`src/rtl/bin_lookup_requester.sv`:
```
// Purpose: collect a 6-digit BIN from the keypad, run one search handshake, fetch the info record on a hit.
// Latency: result_valid rises 1 cycle after search_done falls on a miss, 2 cycles after on a hit.
// Backpressure: one result is held in S_RESULT until result_ack; keys are ignored while busy.
// Optional watchdog: define BIN_REQ_TIMEOUT_EN to abort a search after TIMEOUT_CYCLES.
module bin_lookup_requester #(
  parameter int INDEX_W        = 12,
  parameter int INFO_W         = 32,
  parameter int TIMEOUT_CYCLES = 4096
) (
  input  logic               clk,
  input  logic               reset,
  input  logic               key_valid,
  input  logic [3:0]         key_digit,
  input  logic               key_clear,
  input  logic               key_enter,
  output logic               search_start,
  output logic [3:0]         search_d5,
  output logic [3:0]         search_d4,
  output logic [3:0]         search_d3,
  output logic [3:0]         search_d2,
  output logic [3:0]         search_d1,
  output logic [3:0]         search_d0,
  input  logic               search_done,
  input  logic               search_found,
  input  logic [INDEX_W-1:0] search_index,
  output logic [INDEX_W-1:0] info_addr,
  input  logic [INFO_W-1:0]  info_rdata,
  output logic               busy,
  output logic [2:0]         digit_count,
  output logic               entry_err,
  output logic               result_valid,
  output logic               result_found,
  output logic [INDEX_W-1:0] result_index,
  output logic [INFO_W-1:0]  result_info,
  output logic               result_timeout,
  input  logic               result_ack
);

  typedef enum logic [2:0] {
    S_ENTRY, S_REQ, S_WAIT_DONE, S_RELEASE, S_INFO, S_RESULT
  } state_t;

  state_t               state_q, state_d;
  logic [23:0]          dig_q, dig_d;      // d5 in [23:20], newest digit in [3:0]
  logic [2:0]           count_q, count_d;
  logic                 start_q, start_d;
  logic                 err_q, err_d;
  logic                 valid_q, valid_d;
  logic                 found_q, found_d;
  logic [INDEX_W-1:0]   index_q, index_d;
  logic [INFO_W-1:0]    info_q, info_d;
`ifdef BIN_REQ_TIMEOUT_EN
  localparam int TW = $clog2(TIMEOUT_CYCLES + 1);
  logic [TW-1:0]        tmo_q, tmo_d;
  logic                 timeout_q, timeout_d;
`endif

  // Next-state, key handling, handshake sequencing and result capture
  always_comb begin
    state_d = state_q;
    dig_d   = dig_q;
    count_d = count_q;
    start_d = start_q;
    err_d   = 1'b0;
    valid_d = valid_q;
    found_d = found_q;
    index_d = index_q;
    info_d  = info_q;
`ifdef BIN_REQ_TIMEOUT_EN
    tmo_d     = tmo_q;
    timeout_d = timeout_q;
`endif
    case (state_q)
      S_ENTRY: begin
        if (key_clear) begin
          // Clear wins over any digit or enter in the same cycle
          dig_d   = '0;
          count_d = '0;
        end else begin
          if (key_valid && (key_digit <= 4'd9) && (count_q < 3'd6)) begin
            dig_d   = {dig_q[19:0], key_digit};
            count_d = count_q + 3'd1;
          end
          // Enter is judged on the count before this edge
          if (key_enter) begin
            if (count_q == 3'd6) begin
              state_d = S_REQ;
`ifdef BIN_REQ_TIMEOUT_EN
              tmo_d = '0;
`endif
            end else begin
              err_d = 1'b1;
            end
          end
        end
      end
      S_REQ: begin
        // Never start while a previous search still shows done
        if (!search_done) begin
          start_d = 1'b1;
          state_d = S_WAIT_DONE;
        end
      end
      S_WAIT_DONE: begin
        if (search_done) begin
          found_d = search_found;
          index_d = search_found ? search_index : '0;
          start_d = 1'b0;
          state_d = S_RELEASE;
        end
      end
      S_RELEASE: begin
        if (!search_done) begin
          if (found_q) begin
            state_d = S_INFO;
          end else begin
            info_d  = '0;
            valid_d = 1'b1;
            state_d = S_RESULT;
          end
        end
      end
      S_INFO: begin
        // info_addr has been stable since the done edge, so rdata is current
        info_d  = info_rdata;
        valid_d = 1'b1;
        state_d = S_RESULT;
      end
      S_RESULT: begin
        if (result_ack) begin
          valid_d = 1'b0;
          dig_d   = '0;
          count_d = '0;
          found_d = 1'b0;
          index_d = '0;
          info_d  = '0;
`ifdef BIN_REQ_TIMEOUT_EN
          timeout_d = 1'b0;
`endif
          state_d = S_ENTRY;
        end
      end
      default: state_d = S_ENTRY;
    endcase
`ifdef BIN_REQ_TIMEOUT_EN
    // Watchdog overrides the handshake once the limit is reached
    if ((state_q == S_WAIT_DONE) || (state_q == S_RELEASE)) begin
      tmo_d = tmo_q + 1'b1;
      if (tmo_d == TW'(TIMEOUT_CYCLES)) begin
        start_d   = 1'b0;
        timeout_d = 1'b1;
        found_d   = 1'b0;
        index_d   = '0;
        info_d    = '0;
        valid_d   = 1'b1;
        state_d   = S_RESULT;
      end
    end
`endif
  end

  // State and datapath registers with synchronous reset
  always_ff @(posedge clk) begin
    if (reset) begin
      state_q <= S_ENTRY;
      dig_q   <= '0;
      count_q <= '0;
      start_q <= 1'b0;
      err_q   <= 1'b0;
      valid_q <= 1'b0;
      found_q <= 1'b0;
      index_q <= '0;
      info_q  <= '0;
`ifdef BIN_REQ_TIMEOUT_EN
      tmo_q     <= '0;
      timeout_q <= 1'b0;
`endif
    end else begin
      state_q <= state_d;
      dig_q   <= dig_d;
      count_q <= count_d;
      start_q <= start_d;
      err_q   <= err_d;
      valid_q <= valid_d;
      found_q <= found_d;
      index_q <= index_d;
      info_q  <= info_d;
`ifdef BIN_REQ_TIMEOUT_EN
      tmo_q     <= tmo_d;
      timeout_q <= timeout_d;
`endif
    end
  end

  assign search_start = start_q;
  assign {search_d5, search_d4, search_d3, search_d2, search_d1, search_d0} = dig_q;
  assign info_addr    = index_q;
  assign busy         = (state_q != S_ENTRY);
  assign digit_count  = count_q;
  assign entry_err    = err_q;
  assign result_valid = valid_q;
  assign result_found = found_q;
  assign result_index = index_q;
  assign result_info  = info_q;
`ifdef BIN_REQ_TIMEOUT_EN
  assign result_timeout = timeout_q;
`else
  // Watchdog not built: the flag is constant 0 for any positive limit
  assign result_timeout = (TIMEOUT_CYCLES < 1);
`endif

endmodule

```
`config.mk`:
```
export PLATFORM = sky130hd
export DESIGN_NAME = bin_lookup_requester
export DESIGN_NICKNAME = d
export VERILOG_FILES = /design/src/rtl/bin_lookup_requester.sv
export SDC_FILE = /design/constraint.sdc
export NUM_CORES = 1
export LEC_CHECK = 0
export ABC_AREA = 1
export CAP_MARGIN = 25
export CORE_ASPECT_RATIO = 0.5
export CORE_UTILIZATION = 45
export DETAILED_ROUTE_END_ITERATION = 12
export GPL_ROUTABILITY_DRIVEN = 1
export MAX_ROUTING_LAYER = met4
export PLACE_DENSITY = 0.85
export SLEW_MARGIN = 20
export SYNTH_ARGS = -nofsm -noshare
export SYNTH_HDL_FRONTEND = slang
export SYNTH_SLANG_ARGS = --single-unit
```
`constraint.sdc`:
```
create_clock -name clk -period 4.25 [get_ports clk]
set_input_delay 0.85 -clock clk [delete_from_list [all_inputs] [get_ports clk]]
set_output_delay 0.85 -clock clk [all_outputs]
set_load 0.05 [all_outputs]
```
==> impl_metrics.yaml <==
critical_path:
  slowest_stage: "clkdlybuf4s50_1"
  rr_endpoint: "dig_q[9]"
  crit_required_ns: 3.40
  crit_path_end_kind: "primary output"
  rr_startpoint: "state_q[0]"
  startpoint: "state_q[0]"
  arrival_ns: 1.95
  reg2reg_setup_slack_ns: 2.24
  start_kind: "register"
  path_delay_family: "buffers and inverters"
  path_max_fanout: 11
  cpPeakStageDelay_ns: 0.82
  path_cells: "nor2_2 > nand2_2 > clkdlybuf4s50_1"
  crit_type: "reg2out"
  rr_worst_depth: 7
  crit_buf_inv: 1
cts:
  ctsResizeCount: 0
  path_clk_slew_ns: 0.05
  clock_sinks: 78
  clock_latency_ns: 0.34
  clockRootBuffer: "clkbuf_16"
  cts_tree: "yes"
  ctsHtreeMaxLevel: 3
  postCtsSetupBuffers: 0
  cts_buffers: 9
  cts_buffer_depth: 2
  cts_hold_buf: 0
power_and_ir_drop:
  cell_internal_pwr_mw: 1.45
  power_density_nw_per_um2: 398
  max-vdd-ir-drop_mv: 0.244
  switching_power_mw: 0.521
  p_clk_share_pct: 42.8
  comb_power_share_pct: 17.3
  seqPwrFrac_pct: 39.9
  p_leak_nw: 1.95
  power_mw: 1.97
  swShare_pct: 26.4
sta:
  whs_ns: 0.458
  worst_pin_slew_ns: 0.826
  finalCritPeriodShare_pct: 66.0
  period_minus_slack_ns: 2.80
  finalMaxSlewViolations: 0
  skew_ns: 0.00519
  setup_tns_ns: 0
  grt_setup_unrepaired: "no"
  fmax_mhz: 357
  hold_violations: 0
  setup_viol: 0
  max_slew_margin_pct: 44.9
routing:
  wire_per_inst_um: 12.4
  finalWirelength_um: 8470
  postRouteAntennaNets: 0
  via_per_inst: 4.74
  vias: 3228
  drc_errors: 0
  dr.pass1.iters: 4
  drt_iter0_drc: 157
finish:
  regArea_um2: 1560
  final_cell_mix: "165 x nand2_1, 142 x clkdlybuf4s50_1, 78 x dfxtp_1, 63 x a21oi_1, 46 x nor2_1"
  nNetsFinal: 642
  layout-drive-gt1-share_pct: 5.77
  antennaDiodeCount: 0
  instances_no_fill: 681
  finalInstanceArea_um2: 4960
  fillerInstances: 566
  area_growth_pct: 49.5
  layout_commonest_cell: "nand2_1"
  multi_input_area_um2: 1400
worst_hold_path:
  holdCritStartpoint: "search_start"
  min_to: "search_start"
  hold_class: "reg2reg"
  holdPathStages: 2
synthesis:
  seq_area_frac_synth_pct: 47.0
  avgSynthCellArea_um2: 7.13
  ys_warn_count: 0
  synthDistinctLibCells: 24
  ys_ff_latch: 78
  synth_area_um2: 3320
  synthesis.nets: 524
  synth_cells: 466
floorplan:
  die_x_um: 123
  die_h_um: 62.7
  core_um2: 6910
  start_util_pct: 48.1
  dieArea_um2: 7750
  row_count: 21
  io_pins: 145
grt:
  grt_use_total_pct: 23.3
  antenna_found_initial: 0
  grt_max_degree: 51
  overflow: 0
  grt_pass1_wl_um: 13600
  grt_pass1_vias: 2977
placed_design:
  gp_congestion: 0.845
  dp_cells: 665
  dpl.hpwl_um: 5890
  place_area_um2: 4630
  io_buffers: 143
flow_run:
  cap_violations: 0
outcome:
  status: "complete, no violations"
[cells in the mapped netlist, drive strengths merged]
master  count  area share [%]
nand2     170              20
dfxtp      78              47
a21oi      64              10
nor2       50             5.9
buf        30             6.6
inv        28             3.2
nand3      23             3.6
clkbuf      8            0.90
o21ai       5            0.75
nand4       4            0.94
ha          2            0.75
clkinv      1            0.11
conb        1            0.11
nand3b      1            0.23
nor3        1            0.15
[per-layer routing]
layer  vias to the layer above  part of all wire, %  track usage (%)
li1                       1681                    -                -
met1                      1444                   41             24.0
met2                        88                   49             40.1
met3                        15                  7.7             8.76
met4                         0                  1.8             9.34
met5                         -                    0                -
[sequential cells by signal, summed over array words and instances, names as in the netlist]
signal and cells:
result_info 32, dig_q 24, info_addr 12, digit_count 3, state_q 3, entry_err 1
result_found 1, result_valid 1, search_start 1
[through the flow]
stage	utilization, %	setup slack, ns
floorplan	-	2.49
global placement	67.0	1.65
detailed placement	67.0	1.61
CTS	71.8	1.44
global route	71.8	1.37
finish	71.8	1.45
[worst register-to-register path, delay by kind of cell (launching register included)]
| kind | cells | cell delay [ns] |
|---|---|---|
| simple gates | 6 | 0.78 |
| flops | 1 | 0.57 |
| buf+inv | 1 | 0.56 |
[cell type report]
class / instances / area share, %
flip-flops and latches: 78 / 31.5
inverters: 29 / 2.19
well taps: 92 / 2.32
clock inverters: 3 / 1.31
multi-input cells: 321 / 28.3
repair buffers: 145 / 29.0
clock buffers: 13 / 5.44
[logic make-up after synthesis]
family	Yosys count	share of synthesized area, %
simple gates	249	30.6
buf+inv	67	10.8
flops	78	47.0
compound gates	69	10.7
fa+ha+maj	2	0.753
other cells	1	0.113
[power by group through the flow]
stage                     registers [mW]  logic, mW  clock network, mW
after floorplan                    0.898      0.126                  0
after global placement             0.802      0.336                  0
after detailed placement           0.803      0.340                  0
after CTS                          0.787      0.342              0.859
after global routing               0.791      0.371              0.892
final                              0.787      0.341              0.846
[worst max-delay path by stage]
stage                            to  cells after the start
floorplan           result_index[0]                      1
global placement          dig_q[18]                      7
finish                         busy                      3
detailed placement        dig_q[23]                      7
global route                   busy                      3
CTS                            busy                      3
(Power assumes the default switching activity.)
==> RTL change 1: new RTL, same flow settings <==
Encoding of `state_t`: now Gray code (3 bits for 6 states).
--- a/src/rtl/bin_lookup_requester.sv
+++ b/src/rtl/bin_lookup_requester.sv
@@ -37,7 +37,7 @@
 );
 
   typedef enum logic [2:0] {
-    S_ENTRY, S_REQ, S_WAIT_DONE, S_RELEASE, S_INFO, S_RESULT
+    S_ENTRY = 3'b000, S_REQ = 3'b001, S_WAIT_DONE = 3'b011, S_RELEASE = 3'b010, S_INFO = 3'b110, S_RESULT = 3'b111
   } state_t;
 
   state_t               state_q, state_d;
Formal check against the unedited RTL: no difference found for any inputs over 10 cycles, from zero or initial values and one cycle with reset high; not proved beyond that.
==> RTL change 1 against the original RTL <==
  * Area after synthesis increased by 7.8%
  * Register-to-register slack got worse by 190 ps
  * Via count increased by 9.1%
  * Sequential cell count unchanged
  * Non-clock buffer count increased by 2
  * Count of clock-buffer cells in the layout unchanged
  * Worst setup slack improved by 8.7 ps
  * Sequential share of layout area decreased by 1.6 points
  * Utilization decreased by 2.2 points
  * Wire length increased by 6.5%
  * Final area increased by 5.3%
Power is not compared: it rests on default switching activity, and its combinational part moved more than twofold at a synthesized area within 25%.
==> RTL change 1: results (changes against the original RTL) <==
Drt
  – Drt via density: 4.690 (was 4.740)
  – TritonRoute pass-1 iters: 4 (unchanged)
  – Total wire length: 9022 um (was 8470 um)
  – Number of DRC markers in iteration 0: 239 (was 157)

Place
  – DP Area: 4912 um2 (was 4629 um2)
  – Place WS: 1439 ps (was 1608 ps)
  – DP Wirelength: 5956 um (was 5892 um)
  – Gp weighted congestion: 0.8523 (was 0.8449)

Final layout
  – Fraction of layout instances using a drive strength above 1: 4.510% (was 5.772%)
  – Fin nets: 696 (was 642)

Status
  – Status: finished clean (unchanged)

Pwr
  – Worst VDD drop: 0.2222 mV

Global routing
  – First-pass GRT wire length: 14530 um (was 13590 um)
  – Largest net degree at the start of global routing: 51 (unchanged)
  – Grt total ovfl: 0 (unchanged)
  – Vias in the first global route: 3188 (was 2977)
  – Gr usage total: 22.70% (was 23.31%)

CTS
  – Clock Tree Buf Depth: 2 (unchanged)
  – Clock buffer count from CTS: 9 (unchanged)
  – Reg clk slew, reported paths: 60 ps

Yosys
  – Post-synthesis adder-cell area fraction: 0.6993% (was 0.7536%)
  – Synth area leaders: dfxtp_1, nand2_1, nand4_1 (was dfxtp_1, nand2_1, a21oi_1)
  – Synth Area in Compound Gates: 7.273% (was 10.74%)
  – XOR/XNOR Fraction of Synth Area: 0% (unchanged)
  – Synth Net Count: 583 (was 524)
  – Post-synthesis sequential area ratio: 43.64% (was 47.02%)
  – Synth top cells by count: nand2_1, dfxtp_1, inv_1 (was nand2_1, dfxtp_1, a21oi_1)
  – Yosys cell types: 21 (was 24)

Worst setup path
  – Critical path arrival: 1950 ps (about the same)
  – Worst-path fanout max: 7 (was 11)

Timing
  – Worst-Margin Slew: 892.5 ps (was 825.9 ps)
  – Worst Clk Skew: 7.097 ps (was 5.193 ps)
  – Final Max Tran Viols: 0 (unchanged)
## RTL change 1: report_power, final
| group | internal (uW) | switching [uW] | total, uW |
|---|---|---|---|
| sequential | 803 | 64.6 | 868 |
| combinational | 277 | 528 | 804 |
| clock | 531 | 281 | 812 |
| total | 1610 | 873 | 2480 |
## RTL change 1: routing by layer
metal | vias up | wire (um) | GRT usage [%]
met5 | - | 0 | -
met4 | 0 | 185 | 8.824
met3 | 15 | 323 | 5.533
met2 | 85 | 4396 | 39.13
met1 | 1578 | 4116 | 25.78
li1 | 1844 | - | -
## RTL change 1: worst paths after layout
check                           slack (ps)       startpoint              end  depth (start not counted)
worst max-delay path                  1450       state_q[1]             busy                          5
worst min-delay path                   460  result_info[20]  result_info[20]                          2
worst max register to register        2050       state_q[0]         dig_q[3]                          8
worst min register to register         460  result_info[20]  result_info[20]                          2
## RTL change 1: cell type report
class	count	area, um2
multi-input cells	331	1493
inverters	71	266.5
clock buffers	13	250.2
fillers	631	2285
flip-flops and latches	78	1562
clock inverters	3	67.56
well taps	108	135.1
repair buffers	147	1456
## RTL change 1: per-stage QoR
stage	instances	hold slack, ps	utilization (%)	total power [uW]
after floorplan	525	592.2	-	1459
after global placement	735	447.0	65.37	1672
after detailed placement	735	452.2	65.37	1686
after CTS	751	460.0	69.60	2503
after global routing	751	475.2	69.60	2623
final	751	458.3	69.60	2484
## RTL change 1: critical path: stages, from the launching register on
cell             delay [ps]
dfxtp_1                 490
inv_2                    90
nand2_1                 100
nor2_2                   60
inv_1                    90
clkdlybuf4s50_1         790
==> RTL change 2: new RTL, same settings <==
Made on the original files. The parameter `INFO_W` goes from 32 to 48.
--- a/src/rtl/bin_lookup_requester.sv
+++ b/src/rtl/bin_lookup_requester.sv
@@ -4,7 +4,7 @@
 // Optional watchdog: define BIN_REQ_TIMEOUT_EN to abort a search after TIMEOUT_CYCLES.
 module bin_lookup_requester #(
   parameter int INDEX_W        = 12,
-  parameter int INFO_W         = 32,
+  parameter int INFO_W         = 48,
   parameter int TIMEOUT_CYCLES = 4096
 ) (
   input  logic               clk,
Interface: changed (resized info_rdata and result_info); port bits go from 145 to 177. No check against the original RTL was run, so the function may have changed too.
==> RTL change 2 against the original RTL <==
  * Synthesized cell count is 15% higher
  * Wire length is 18% higher
  * Worst setup slack worse by 2.5 ps
  * First-iteration DRC count is 38% higher
  * Sequential cell count is 16 higher
  * Final area is 17% higher
  * Area after synthesis is 15% higher
  * Fmax hardly changed
  * Die area is 15% higher
  * Critical path type unchanged
  * Highest routed layer unchanged
Power is not compared: it rests on default switching activity, and its combinational part moved more than twofold at a synthesized area within 25%.
==> RTL change 2: results (changes against the original RTL) <==
Status
  – Status: finished clean (unchanged)

Drt
  – Total wire length: 10000 um (was 8470 um)
  – Avg WL per Cell: 12.55 um (was 12.44 um)
  – Via Count: 3835 (was 3228)
  – Number of DRC markers in iteration 0: 216 (was 157)

Global routing
  – Vias in the first global route: 3282 (was 2977)
  – First-pass GRT wire length: 15350 um (was 13590 um)
  – Grt total ovfl: 0 (unchanged)
  – Largest net degree at the start of global routing: 65 (was 51)
  – Gr usage total: 22.47% (was 23.31%)

Place
  – DP Area: 5483 um2 (was 4629 um2)
  – DP Wirelength: 6954 um (was 5892 um)
  – Cell Count Post-Placement: 780 (was 665)
  – Place WS: 1587 ps (was 1608 ps)
  – Gp weighted congestion: 0.8744 (was 0.8449)
  – PortBufs: 175 (was 143)

CTS
  – Post-CTS setup buffer count: 0 (unchanged)
  – Clock Tree Buf Depth: 2 (unchanged)
  – Clk Latency, worst-skew pair: 330 ps
  – Clock root buffer: clkbuf_16 (unchanged)
  – Post-CTS sizing: 0 (unchanged)
  – H-tree depth: 3 (unchanged)
  – Clock buffer count from CTS: 9 (unchanged)

Final layout
  – Fin nets: 754 (was 642)
  – Max reg flops: 48 (was 32)
  – Fraction of layout instances using a drive strength above 1: 4.526% (was 5.772%)
  – Number of antenna diodes: 0 (unchanged)

Yosys
  – FFs w/ async S/R, synth: 0% (unchanged)
  – Synth area leaders: dfxtp_1, nand2_1, a21oi_1 (unchanged)
  – Syn Area/Cell: 7.142 um2 (was 7.126 um2)
  – Synth Net Count: 609 (was 524)
  – Yosys cell types: 26 (was 24)
  – Synth warn: 0 (unchanged)
  – Synth top cells by count: nand2_1, dfxtp_1, nor2_1 (was nand2_1, dfxtp_1, a21oi_1)
  – Post-synthesis sequential area ratio: 49.25% (was 47.02%)

Worst setup path
  – Worst-path fanout max: 10 (was 11)
  – Crit Path Category: flop to output port (unchanged)
  – Worst Setup EP: busy (unchanged)
  – RR Endpoint: result_info[4] (was dig_q[9])
  – Reg2reg path depth: 6 (was 7)
  – Critical Path Slowest Stage Cell: clkdlybuf4s50_1 (unchanged)
  – Critical R2R Launch: state_q[0] (unchanged)
  – Flop2flop setup slack: 2180 ps (was 2240 ps)
  – Slowest stage delay, CP: 810 ps

Timing
  – Final setup margin: 1443 ps (was 1446 ps)
  – Worst-Margin Slew: 911.8 ps (was 825.9 ps)
  – Worst Clk Skew: 4.947 ps (was 5.193 ps)

Hold path
  – Worst hold path type: flop to flop (unchanged)

Pwr
  – Worst VDD drop: 0.3928 mV
-- RTL change 2: cell types whose count changed in the layout (fill, tap and decap cells not counted), sizes merged, moves of 2 or more --
| cell | delta |
|---|---|
| nor2 | +17 |
| clkdlybuf4s50 | +32 |
| dfxtp | +16 |
| inv | +14 |
| clkinv | +2 |
| o21ai | +24 |
| clkbuf | -3 |
| nand2 | -8 |
| nand3 | -2 |
-- RTL change 2: where the power goes --
part / switching (uW) / internal, uW / total, uW
combinational: 897 / 431 / 1330
sequential: 114 / 1010 / 1120
clock: 326 / 469 / 795
-- RTL change 2: cell type report --
class / instances / area (um2)
fill: 668 / 2305
timing repair buffer: 177 / 1782
inverter: 42 / 160.2
clock inverter: 6 / 61.31
sequential: 94 / 1882
multi-input combinational: 356 / 1546
tap: 112 / 140.1
clock buffer: 10 / 239.0
-- RTL change 2: logic make-up (layout without fill, tap and decap cells) --
logic type	count (synthesis)	count (layout)	synth area share, %
and+or+nand+nor	258	258	27.05
AOI/OAI and AO/OA	95	95	12.48
DFF	94	94	49.25
buffers and inverters	85	235	10.48
adders and majority gates	2	2	0.6548
other	1	1	0.09814
-- RTL change 2: layer usage --
metal,vias up,GRT usage (%),part of all wire [%]
met5,-,-,0
met4,0,6.322,0.63
met3,8,5.856,4.7
met2,105,40.39,53
met1,1767,25.31,42
li1,1955,-,-
-- RTL change 2: how the worst min path moves through the flow --
stage,startpoint,endpoint,slack [ps],cells after the start
floorplan,state_q[1],state_q[1],560,2
global placement,result_info[9],result_info[9],450,2
detailed placement,result_info[28],result_info[28],450,2
CTS,result_info[28],result_info[28],460,2
global route,result_info[14],result_info[14],480,2
finish,result_info[30],result_info[30],460,2
-- RTL change 2: tightest hold or removal path, cell delays in order (launching register included) --
cell	delay, ps
dfxtp_1	310
nand2_1	60
a21oi_1	50
